==> src/rtl/countdown_sequencer.sv <==
`default_nettype none
// ============================================================================
// Module   : countdown_sequencer
// Purpose  : Loadable down counter with start/pause/abort sequencing. It
//            decrements once every PRESCALE clocks and pulses done for one
//            cycle when the count reaches zero.
// Option   : COUNTDOWN_AUTO_RELOAD_EN - when defined, a terminal decrement
//            reloads the last start value and keeps running instead of
//            returning to IDLE.
// Revision : 1.0 - initial release
// ============================================================================
module countdown_sequencer #(
  parameter int WIDTH    = 4,
  parameter int PRESCALE = 1   // clocks per decrement, 1..255
) (
  input  logic             clk,
  input  logic             reset,
  input  logic             start,
  input  logic [WIDTH-1:0] load_val,
  input  logic             pause,
  input  logic             abort,
  output logic [WIDTH-1:0] count,
  output logic             busy,
  output logic             paused,
  output logic             done
);

  // State encoding
  localparam logic [1:0] ST_IDLE  = 2'd0;
  localparam logic [1:0] ST_RUN   = 2'd1;
  localparam logic [1:0] ST_PAUSE = 2'd2;

  // Prescaler value on which the next clock performs a decrement
  localparam logic [7:0] PRESC_LAST = 8'(PRESCALE - 1);

  localparam logic [WIDTH-1:0] CNT_ONE  = WIDTH'(1);
  localparam logic [WIDTH-1:0] CNT_ZERO = '0;

  logic [1:0]       state;
  logic [7:0]       presc;
  logic             tick;
  logic             last;
`ifdef COUNTDOWN_AUTO_RELOAD_EN
  logic [WIDTH-1:0] reload_reg;
`endif

  // Decode the prescaler rollover and the 1 -> 0 terminal decrement
  always_comb begin
    tick = (presc == PRESC_LAST);
    last = (count == CNT_ONE);
  end

  // Status outputs follow the registered state directly
  always_comb begin
    busy   = (state == ST_RUN) || (state == ST_PAUSE);
    paused = (state == ST_PAUSE);
  end

  // Main sequencer: reset > abort > start > pause > decrement
  always_ff @(posedge clk) begin
    if (reset) begin
      state      <= ST_IDLE;
      presc      <= 8'd0;
      count      <= CNT_ZERO;
      done       <= 1'b0;
`ifdef COUNTDOWN_AUTO_RELOAD_EN
      reload_reg <= CNT_ZERO;
`endif
    end else if (abort) begin
      state <= ST_IDLE;
      presc <= 8'd0;
      count <= CNT_ZERO;
      done  <= 1'b0;
    end else begin
      done <= 1'b0;
      case (state)
        ST_IDLE: begin
          if (start) begin
            if (load_val != CNT_ZERO) begin
              count      <= load_val;
`ifdef COUNTDOWN_AUTO_RELOAD_EN
              reload_reg <= load_val;
`endif
              presc      <= 8'd0;
              state      <= ST_RUN;
            end else begin
              // Zero-length request completes immediately without running
              done <= 1'b1;
            end
          end
        end

        ST_RUN, ST_PAUSE: begin
          if (pause) begin
            // Freeze count and prescaler; this edge is lost to the count
            state <= ST_PAUSE;
          end else begin
            // The resume edge counts as a normal run edge so that each
            // paused clock adds exactly one clock of latency
            state <= ST_RUN;
            if (tick) begin
              presc <= 8'd0;
              if (last) begin
                done <= 1'b1;
`ifdef COUNTDOWN_AUTO_RELOAD_EN
                count <= reload_reg;
`else
                count <= CNT_ZERO;
                state <= ST_IDLE;
`endif
              end else if (count != CNT_ZERO) begin
                count <= count - CNT_ONE;
              end
            end else begin
              presc <= presc + 8'd1;
            end
          end
        end

        default: begin
          state <= ST_IDLE;
          presc <= 8'd0;
          count <= CNT_ZERO;
        end
      endcase
    end
  end

endmodule
`default_nettype wire

==> config.mk <==
export PLATFORM = sky130hd
export DESIGN_NAME = countdown_sequencer
export DESIGN_NICKNAME = d
export VERILOG_FILES = /design/src/rtl/countdown_sequencer.sv
export SDC_FILE = /design/constraint.sdc
export NUM_CORES = 1
export LEC_CHECK = 0
export CORE_MARGIN = 2
export CORE_UTILIZATION = 56
export DETAILED_ROUTE_END_ITERATION = 7
export PLACE_DENSITY = 0.84
export SETUP_SLACK_MARGIN = 0.05
export SYNTH_ARGS = -nofsm -noshare
export SYNTH_HDL_FRONTEND = slang
export SYNTH_SLANG_ARGS = --single-unit
==> constraint.sdc <==
create_clock -name clk -period 2.9 [get_ports clk]
set_input_delay 0.29 -clock clk [delete_from_list [all_inputs] [get_ports clk]]
set_output_delay 0.29 -clock clk [all_outputs]
set_load 0.03 [all_outputs]
### Yosys cells after proc, flatten, opt, wreduce, memory -nomap -nowiden

Index checks and enable logic that the tools add are counted.

* add/subtract/negate cells: 2
* eq/ne operators: 8
* muxes and demuxes: 24
* reductions and logical operators: 10

Operators by type and width (count)
* $mux W8: 4
* $mux W4: 6
* $pmux W8 S2: 1
* $add A8 B1 Y8 const B: 1
* $logic_not A8 Y1: 1
* $ne A2 B2 Y1 const B: 4
* $pmux W4 S2: 1
* $reduce_bool A4 Y1: 2
* $mux W1: 7
* $mux W2: 3
* $reduce_and A5 Y1: 1
* $eq A4 B1 Y1 const B: 1
* $pmux W2 S2: 1
* $reduce_or A2 Y1: 2
* $sub A4 B1 Y4 const B: 1
* $ne A3 B3 Y1 const B: 1
* $reduce_and A3 Y1: 1
* $eq A2 B1 Y1 const B: 1
* $eq A2 B2 Y1 const B: 1
* $logic_not A2 Y1: 1
* $pmux W1 S2: 1
* $reduce_and A2 Y1: 1
* $logic_or A1 B1 Y1: 1

* bits in registers: 15
* input bits: 9
* output and inout port bits: 7
* logic and storage cells: 48

### Logic depth before layout (Yosys ltp)

Gate-level depths: netlist (run 1).

* depth after elaboration: 6
* mapped depth: 8

### Least setup slack after synthesis (run 1)

No wires, ideal clock.

* path type: register -> register
* start: reg state[0]
* end: reg presc[5]
* setup time: 0.133 ns
* arrival time: 1.822 ns
* slack: 0.945 ns
* cell stages (with the launch flop): 8
* buffers on the path: 1
* period minus slack after synthesis: 1.955 ns
* cell sequence: dfxtp_1 > inv_1 > ha_1 > buf_2 > and2_1 > a2111oi_0 > xnor2_1 > nor3_1

* word-level cells in the longest chain between the ends: 4
* elaborated cells on any way between the ends: 9

RTL lines
* start, declared: RTL line 39 `logic [1:0] state;`
* start signal, assigned: RTL line 62 `state <= ST_IDLE;`
* start signal, assigned: RTL line 70 `state <= ST_IDLE;`
* start signal, assigned: RTL line 85 `state <= ST_RUN;`
* $eq A2 B2 Y1 or $eq A2 B1 Y1 (tied branches): RTL line 76 `case (state)`
* $reduce_or A2 Y1: RTL line 76
* $ne A2 B2 Y1 (no line)
* $reduce_and A3 Y1 (no line)
* end signal, assigned: RTL line 115 `presc <= presc + 8'd1;`
* end, declared: RTL line 40 `logic [7:0] presc;`

Parallel ways exist; a longest one is shown, timed or not.
A chain may end at the register's enable or synchronous reset.

### Worst setup path after layout (run 1)

* start: reg state[0]
* end: out busy

* word-level cells in the longest chain between the ends: 2
* elaborated cells on any way between the ends: 3

RTL lines
* $eq A2 B1 Y1 or $eq A2 B2 Y1 (tied branches): RTL line 55 `busy = (state == ST_RUN) || (state == ST_PAUSE);`
* $logic_or A1 B1 Y1 *: RTL line 55
* end, declared: RTL line 23 `output logic busy,`

Mark *: on every way between the ends. The rest lies on a longest branch, timed or not.

==> reports/summary.txt, run 1 <==
LOGIC SYNTHESIS
----------------------------------------------------------------------------------------
Sequential-to-total area share from yosys stat                                     0.298
Post-synthesis net count                                                             135
Synth Cell Area                                                             0.00101 sq mm
Count of unique library cells instantiated by Yosys                                   39
Mapped Cells                                                                         119
Leading cell types by total area after synthesis                            dfxtp_1, ha_1, nand2_1
Warnings, synthesis                                                                    0
Syn_area_per_cell                                                             8.47 sq um
Top-area cell type share of the netlist area                                       0.298
Library cell occupying the most area in the post-synthesis netlist               dfxtp_1
Synth Register Bits                                                                   15

FLOORPLANNING
----------------------------------------------------------------------------------------
Cell row count                                                                        15
I/O pin count                                                                         16
Placeable Area                                                              0.00171 sq mm
Die Outline Area                                                            0.00216 sq mm
Die height                                                                       46.4 um
Die outline width                                                                46.4 um
Initial standard-cell utilization of the core                                      0.590

CTS
----------------------------------------------------------------------------------------
Resized cells post-CTS                                                                 0
Total clock buffers created by CTS                                                     3
Number of H-tree branching levels                                                      1
Buffer cell driving the clock tree root                                         clkbuf_4
Clock insertion delay at the later pin of the skew report                         290 ps
Clock tree from TritonCTS                                                            yes
Post-CTS setup buffers                                                                 0
Clock net sink count                                                                  15
Clock transition at the registers of the reported paths                            90 ps
Hold-fix buffers at CTS                                                                0
Clk buf depth                                                                          2

STA
----------------------------------------------------------------------------------------
Final-report setup violation count                                                     0
Final max-slew violation count                                                         0
Final Cycle Share                                                                  0.776
Rel. slew slack                                                                    0.568
Unrepaired setup endpoints after global routing                                    false
Tmin final                                                                       2250 ps
Total negative setup slack                                                          0 ps
Setup slack of the critical path after layout                                     648 ps
Setup skew after layout                                                          1.33 ps
Hold slack                                                                        499 ps
Upper clock frequency limit                                                      444 MHz
Final number of hold-violating endpoints                                               0
Actual slew at the worst max-slew pin                                             632 ps

POWER
----------------------------------------------------------------------------------------
Power density cells                                                          368 mW/mm^2
Sequential group share of total power                                              0.494
Internal                                                                        0.305 mW
Portion of total power attributed to the clock network                             0.286
Psw                                                                             0.133 mW
Switch share                                                                       0.304
Static power due to leakage                                                     0.408 nW
Part of the power in combinational logic                                           0.220
Max rail drop VDD                                                             0.000337 V

HOLD PATH
----------------------------------------------------------------------------------------
Hold path depth                                                                        2
Worst hold endpoint                                                             state[0]
Startpoint of the lowest-slack hold path                                        state[0]
Hold WC Path Type                                                             reg -> reg

CRITICAL PATH
----------------------------------------------------------------------------------------
Slowest-stage cell, CP                                                      clkdlybuf4s50_1
Number of cells on the worst reg-to-reg path                                           6
Critical path required time                                                      2610 ps
Worst-path fanout max                                                                 11
Critical Path Start Type                                                        register
Dominant delay contributor by cell family on the critical path              buffers and inverters
Critical path class                                                           reg -> out
Sort of element at the end of the critical path                               output pin
Worst path max stage delay                                                        740 ps
Register-to-register setup slack                                                  820 ps
Total buffers and inverters traversed by the critical path                             2
Data arrival time at the worst-slack endpoint                                    1960 ps
Critical R2R Launch                                                             state[0]
Cells traversed along the worst timing path                                 inv_1 -> ha_1 -> clkdlybuf4s50_1
Reg2Reg Capture Point                                                           presc[5]

LAYOUT
----------------------------------------------------------------------------------------
Fraction of layout cells with a size suffix above 1                               0.0752
Final instance area                                                         0.00119 sq mm
Final Non-Filler Cells                                                               158
Number of nets in the layout                                                         150
Area overhead of the layout relative to synthesis                                  17.9%
Fill cells                                                                           148
Final antenna diode count                                                              0

ROUTE
----------------------------------------------------------------------------------------
Number of nets with antenna violations after routing                                   0
Total via count in the routed design                                                 917
Via density per instance                                                            5.80
Total wirelength of the detailed-routed design                                   2.18 mm
DRC violation count after routing                                                      0
Wirelength per Cell                                                              13.8 um
Detailed router's first-iteration violation count                                     42
Number of search-and-repair iterations in the first detailed-routing pass              4

FLOW RUN
----------------------------------------------------------------------------------------
Number of maximum-capacitance constraint violations                                    0

GLOBAL ROUTING
----------------------------------------------------------------------------------------
Grt ovf                                                                                0
Maximum number of pins on one net before global-route repair                          16
Wire length of the first global-routing pass                                     3.32 mm
Initial antenna violation count                                                        0
Via count of the first global-routing pass                                           801
Tot GR Track Use                                                                   0.217

PLACED DESIGN
----------------------------------------------------------------------------------------
Detail Placement HPWL                                                            1.65 mm
Worst setup timing slack at the placement stage                                   546 ps
I/O Buffers                                                                           15
Area after DPL                                                              0.00116 sq mm
Placed instance count                                                                154
Routability cong.                                                                  0.848

RUN STATUS
----------------------------------------------------------------------------------------
Outcome                                                                     finished, final reports clean

Yosys cell counts:
| library cell | count |
|---|---|
| clkbuf_1 | 2 |
| xor2_1 | 1 |
| nor3_1 | 7 |
| nand4_1 | 2 |
| o31ai_1 | 1 |
| nor2_1 | 5 |
| buf_6 | 1 |
| nand4b_1 | 1 |
| o211ai_1 | 1 |
| inv_1 | 8 |
| or4_1 | 1 |
| nand3b_1 | 1 |
| ha_1 | 7 |
| nor4_4 | 1 |
| dfxtp_1 | 15 |
| a311o_1 | 1 |
| nor4_1 | 1 |
| a31oi_1 | 2 |
| and2_1 | 2 |
| o41ai_4 | 1 |
| mux2i_1 | 4 |
| nand3_1 | 6 |
| or3b_1 | 1 |
| and2_0 | 1 |
| or2_2 | 1 |
| buf_2 | 1 |
| a211oi_1 | 3 |
| buf_4 | 1 |
| nor3b_2 | 1 |
| xnor2_1 | 6 |
| nor3b_1 | 1 |
| a21bo_2 | 1 |
| a32o_1 | 2 |
| nand2_1 | 15 |
| or3b_2 | 1 |
| nand2b_1 | 1 |
| a21oi_1 | 6 |
| o21ai_0 | 4 |
| a2111oi_0 | 2 |
tightest hold or removal path, cell delays in order, from the launching register on:
cell and delay (ps):
dfxtp_1 340, nand2_1 60, a21oi_1 60
final cells by class:
type	count	area (sq um)	share of cell area
Clock buffer	3	22.5	0.0189
Clock inverter	1	7.51	0.00632
Inverter	8	30.0	0.0253
Multi-Input combinational cell	91	647	0.544
Sequential cell	15	300	0.253
Tap cell	25	31.3	0.0263
Timing Repair Buffer	15	150	0.126
metrics by stage:
step,util,power (mW)
6_report,0.696,0.438
2_1_floorplan,-,0.288
4_1_cts,0.696,0.440
3_3_place_gp,0.678,0.314
5_1_grt,0.696,0.458
3_5_place_dp,0.678,0.316
power by group through the flow:
stage	registers (mW)	logic, mW	clock network (mW)
finish	0.216	0.0964	0.125
CTS	0.216	0.0954	0.128
floorplan	0.226	0.0615	0
detailed placement	0.221	0.0950	0
global placement	0.221	0.0925	0
global route	0.217	0.104	0.137
logic make-up (layout without fill, tap and decap cells):
logic type,after synthesis,in the layout,share of synthesized area
muxes,4,4,0.0397
adders and majority gates,7,7,0.0868
buffers and inverters,13,27,0.0608
xor gates and xnor gates,7,7,0.0608
DFF,15,15,0.298
and+or+nand+nor,49,49,0.270
AOI/OAI and AO/OA,24,24,0.184
worst max path at each step:
stage / startpoint / to / slack, ps / cells after the start
floorplan: state[0] / presc[5] / 940 / 7
global placement: load_val[0] / count[3] / 680 / 5
detailed placement: load_val[0] / count[3] / 550 / 5
CTS: state[0] / busy / 650 / 3
global route: state[0] / busy / 570 / 3
finish: state[0] / busy / 650 / 3
placed cells by master (no fill, tap or decap), types with 2 or more instances in the layout:
cell / synthesis / routed
nand2_1: 15 / 15
dfxtp_1: 15 / 15
clkdlybuf4s50_1: 0 / 15
inv_1: 8 / 8
nor3_1: 7 / 7
ha_1: 7 / 7
xnor2_1: 6 / 6
nand3_1: 6 / 6
a21oi_1: 6 / 6
nor2_1: 5 / 5
mux2i_1: 4 / 4
o21ai_0: 4 / 4
a211oi_1: 3 / 3
clkbuf_4: 0 / 3
a31oi_1: 2 / 2
nand4_1: 2 / 2
and2_1: 2 / 2
a2111oi_0: 2 / 2
a32o_1: 2 / 2
layer usage:
metal	vias up	share of wire	wire (um)	GRT usage
met5	-	0	0	0
met4	0	0.016	34	0.0857
met3	6	0.069	151	0.0627
met2	41	0.46	1000	0.319
met1	411	0.45	993	0.296
li1	459	-	-	-
flip-flops by register name, indices dropped and copies added (netlist names):
name,count
state,2
done,1
count,4
presc,8
No activity file was read; power rests on OpenSTA's default activity.
==> run 2: changes to the inputs <==
--- a/config.mk
+++ b/config.mk
@@ -6,9 +6,9 @@
 export NUM_CORES = 1
 export LEC_CHECK = 0
 export CORE_MARGIN = 2
-export CORE_UTILIZATION = 56
+export CORE_UTILIZATION = 52
 export DETAILED_ROUTE_END_ITERATION = 7
-export PLACE_DENSITY = 0.84
+export PLACE_DENSITY = 0.79
 export SETUP_SLACK_MARGIN = 0.05
 export SYNTH_ARGS = -nofsm -noshare
 export SYNTH_HDL_FRONTEND = slang
==> constraint.sdc (replaced) <==
create_clock -name clk -period 2.25 [get_ports clk]
set_input_delay 0.225 -clock clk [delete_from_list [all_inputs] [get_ports clk]]
set_output_delay 0.225 -clock clk [all_outputs]
set_load 0.03 [all_outputs]
==> run 2 against run 1 <==
Total power up 28%. Utilization is 2.0 points lower. Combinational power grew 32%. Worst setup slack worse by 390 ps. Sequential cell count is the same. Via count increased by 1.9%. Wire length is 3.5% higher. Clock skew increased by 1.0 ps. Critical endpoint is now presc[5]. Highest routed layer unchanged.
==> reports/summary.txt, run 2 (synthesis gave the netlist of run 1 again) <==
RUN STATUS
----------------------------------------------------------------------------------------
Outcome                                                                     finished, final reports clean

FLOORPLANNING
----------------------------------------------------------------------------------------
Cell row count                                                                        15   unchanged
Die outline width                                                                48.0 um   +3.5%
Die height                                                                       48.0 um   +3.5%
Die Outline Area                                                            0.00231 sq mm   +7.0%
I/O pin count                                                                         16   unchanged
Initial standard-cell utilization of the core                                      0.566   -0.0249
Placeable Area                                                              0.00178 sq mm   +4.4%

LAYOUT
----------------------------------------------------------------------------------------
Area overhead of the layout relative to synthesis                                  19.5%
Fill cells                                                                           158   +6.8%
Final antenna diode count                                                              0   unchanged
Fraction of layout cells with a size suffix above 1                               0.0815   +0.00629
Commonest cells after routing, fill and taps aside                          nand2_1, dfxtp_1, clkdlybuf4s50_1
Register containing the most flip-flops in the final layout                        presc
Regs by FF count                                                            presc: 8 flops, count: 4 flops, state: 2 flops
Final instance area                                                         0.00120 sq mm   +1.4%
Number of nets in the layout                                                         152   +1.3%
Number of flip-flops in the largest register                                           8   unchanged
Final Non-Filler Cells                                                               160   +1.3%

CTS
----------------------------------------------------------------------------------------
Clock net sink count                                                                  15   unchanged
Number of H-tree branching levels                                                      1   unchanged
Clock insertion delay at the later pin of the skew report                         280 ps   about the same
Clk buf depth                                                                          2   unchanged
Buffer cell driving the clock tree root                                         clkbuf_4
Clock tree from TritonCTS                                                            yes
Hold-fix buffers at CTS                                                                0   unchanged
Clock transition at the registers of the reported paths                            90 ps   about the same
Total clock buffers created by CTS                                                     3   unchanged

POWER
----------------------------------------------------------------------------------------
Static power due to leakage                                                     0.435 nW   +6.4%
Psw                                                                             0.164 mW   +23%
Internal                                                                        0.396 mW   +30%
Sequential group share of total power                                              0.498   +0.004
Power density cells                                                          465 mW/mm^2   +26%
Part of the power in combinational logic                                           0.227   +0.007
Portion of total power attributed to the clock network                             0.275   -0.011
Switch share                                                                       0.292   -0.0121
Max rail drop VDD                                                             0.000396 V   +17%

PLACED DESIGN
----------------------------------------------------------------------------------------
I/O Buffers                                                                           15   unchanged
Detail Placement HPWL                                                            1.68 mm   +1.6%
Area after DPL                                                              0.00117 sq mm   +1.3%
Routability cong.                                                                  0.872   +2.8%
Placed instance count                                                                156   +1.3%

GLOBAL ROUTING
----------------------------------------------------------------------------------------
Initial antenna violation count                                                        0   unchanged
Via count of the first global-routing pass                                           834   +4.1%
Wire length of the first global-routing pass                                     3.49 mm   +5.2%
Maximum number of pins on one net before global-route repair                          13   -3
Tot GR Track Use                                                                   0.220   +0.00320
Grt ovf                                                                                0   unchanged

STA
----------------------------------------------------------------------------------------
Total negative setup slack                                                          0 ps   unchanged
Rel. slew slack                                                                    0.657   +0.0896
Upper clock frequency limit                                                      503 MHz
Tmin final                                                                       1990 ps
Final max-slew violation count                                                         0   unchanged
Unrepaired setup endpoints after global routing                                    false
Final Cycle Share                                                                  0.884
Setup skew after layout                                                          2.35 ps   +1.02 ps
Actual slew at the worst max-slew pin                                             513 ps   -119 ps
Final number of hold-violating endpoints                                               0   unchanged
Final-report setup violation count                                                     0   unchanged

ROUTE
----------------------------------------------------------------------------------------
Wirelength per Cell                                                              14.1 um   +2.2%
Via density per instance                                                            5.84   +0.58%
DRC violation count after routing                                                      0   unchanged
Number of search-and-repair iterations in the first detailed-routing pass              4   unchanged
Total wirelength of the detailed-routed design                                   2.26 mm   +3.5%
Total via count in the routed design                                                 934   +1.9%
Number of nets with antenna violations after routing                                   0   unchanged
Detailed router's first-iteration violation count                                     23   -45%

CRITICAL PATH
----------------------------------------------------------------------------------------
Worst path max stage delay                                                        500 ps   -240 ps
Dominant delay contributor by cell family on the critical path              compound AO/OA/AOI/OAI gates
Critical path class                                                           reg -> reg
Total buffers and inverters traversed by the critical path                             1   -1
Data arrival time at the worst-slack endpoint                                    2150 ps   +190 ps
Sort of element at the end of the critical path                                 register
Worst-path fanout max                                                                 11   unchanged
Critical Path Start Type                                                        register
Slowest-stage cell, CP                                                         a2111oi_1
Cells traversed along the worst timing path                                 inv_1 -> ha_1 -> and2_1 -> a2111oi_1 -> xnor2_1 -> nor3_1
Critical path required time                                                      2410 ps   -200 ps

FLOW RUN
----------------------------------------------------------------------------------------
Number of maximum-capacitance constraint violations                                    0   unchanged

HOLD PATH
----------------------------------------------------------------------------------------
Hold WC Path Type                                                             reg -> reg

-- run 2: cell types whose count changed in the layout (fill, tap and decap cells not counted) --
| cell | previous run | this run |
|---|---|---|
| a2111oi_0 | 2 | 0 |
| a2111oi_1 | 0 | 2 |
| buf_4 | 0 | 2 |
| clkbuf_1 | 0 | 1 |
| clkdlybuf4s50_1 | 15 | 14 |
| clkinvlp_4 | 1 | 0 |
| dlymetal6s2s_1 | 0 | 1 |
-- run 2: metal layers --
metal / part of all wire / track usage / vias up / routed length (um)
met1: 0.43 / 0.267 / 435 / 978
met3: 0.042 / 0.0453 / 7 / 95
li1: - / - / 464 / -
met4: 0.022 / 0.114 / 0 / 49
met2: 0.50 / 0.365 / 28 / 1140
met5: 0 / 0 / - / 0
-- run 2: worst register-to-register path, cell delays in order, from the launching register on --
cell and delay (ps):
dfxtp_1 370, inv_1 70, ha_1 440, and2_1 260
a2111oi_1 500, xnor2_1 180, nor3_1 60
-- run 2: power by group through the flow --
stage                     Combinational (mW)  Clock, mW  Sequential [mW]
after floorplan                       0.0793          0            0.291
after detailed placement               0.126          0            0.285
after CTS                              0.127      0.157            0.279
after global placement                 0.123          0            0.285
after global routing                   0.139      0.177            0.280
final                                  0.127      0.154            0.279
-- run 2: final cells by class --
type / instances / area [sq um] / share of cell area
repair buffers: 17 / 168 / 0.139
multi-input cells: 91 / 649 / 0.539
well taps: 25 / 31.3 / 0.0260
inverters: 8 / 30.0 / 0.0249
flip-flops and latches: 15 / 300 / 0.249
clock buffers: 4 / 26.3 / 0.0218
-- run 2: through the flow --
stage,power [mW],utilization,worst slack [ps],hold slack (ps)
2_1_floorplan,0.371,-,295,442
3_3_place_gp,0.408,0.658,254,480
3_5_place_dp,0.411,0.658,164,483
4_1_cts,0.563,0.673,52.8,494
5_1_grt,0.595,0.676,113,514
6_report,0.560,0.676,261,492
-- run 2: timing repair --
item,CTS,global route
resized for setup,0,3
setup buffers,0,0
setup endpoints to repair,0,3
-- run 2: worst paths after layout --
kind	from	to	slack, ps	depth (start not counted)
min	state[0]	state[0]	490	2
min reg2reg	state[0]	state[0]	490	2
max reg2reg	state[0]	presc[5]	260	6
max	state[0]	presc[5]	260	6
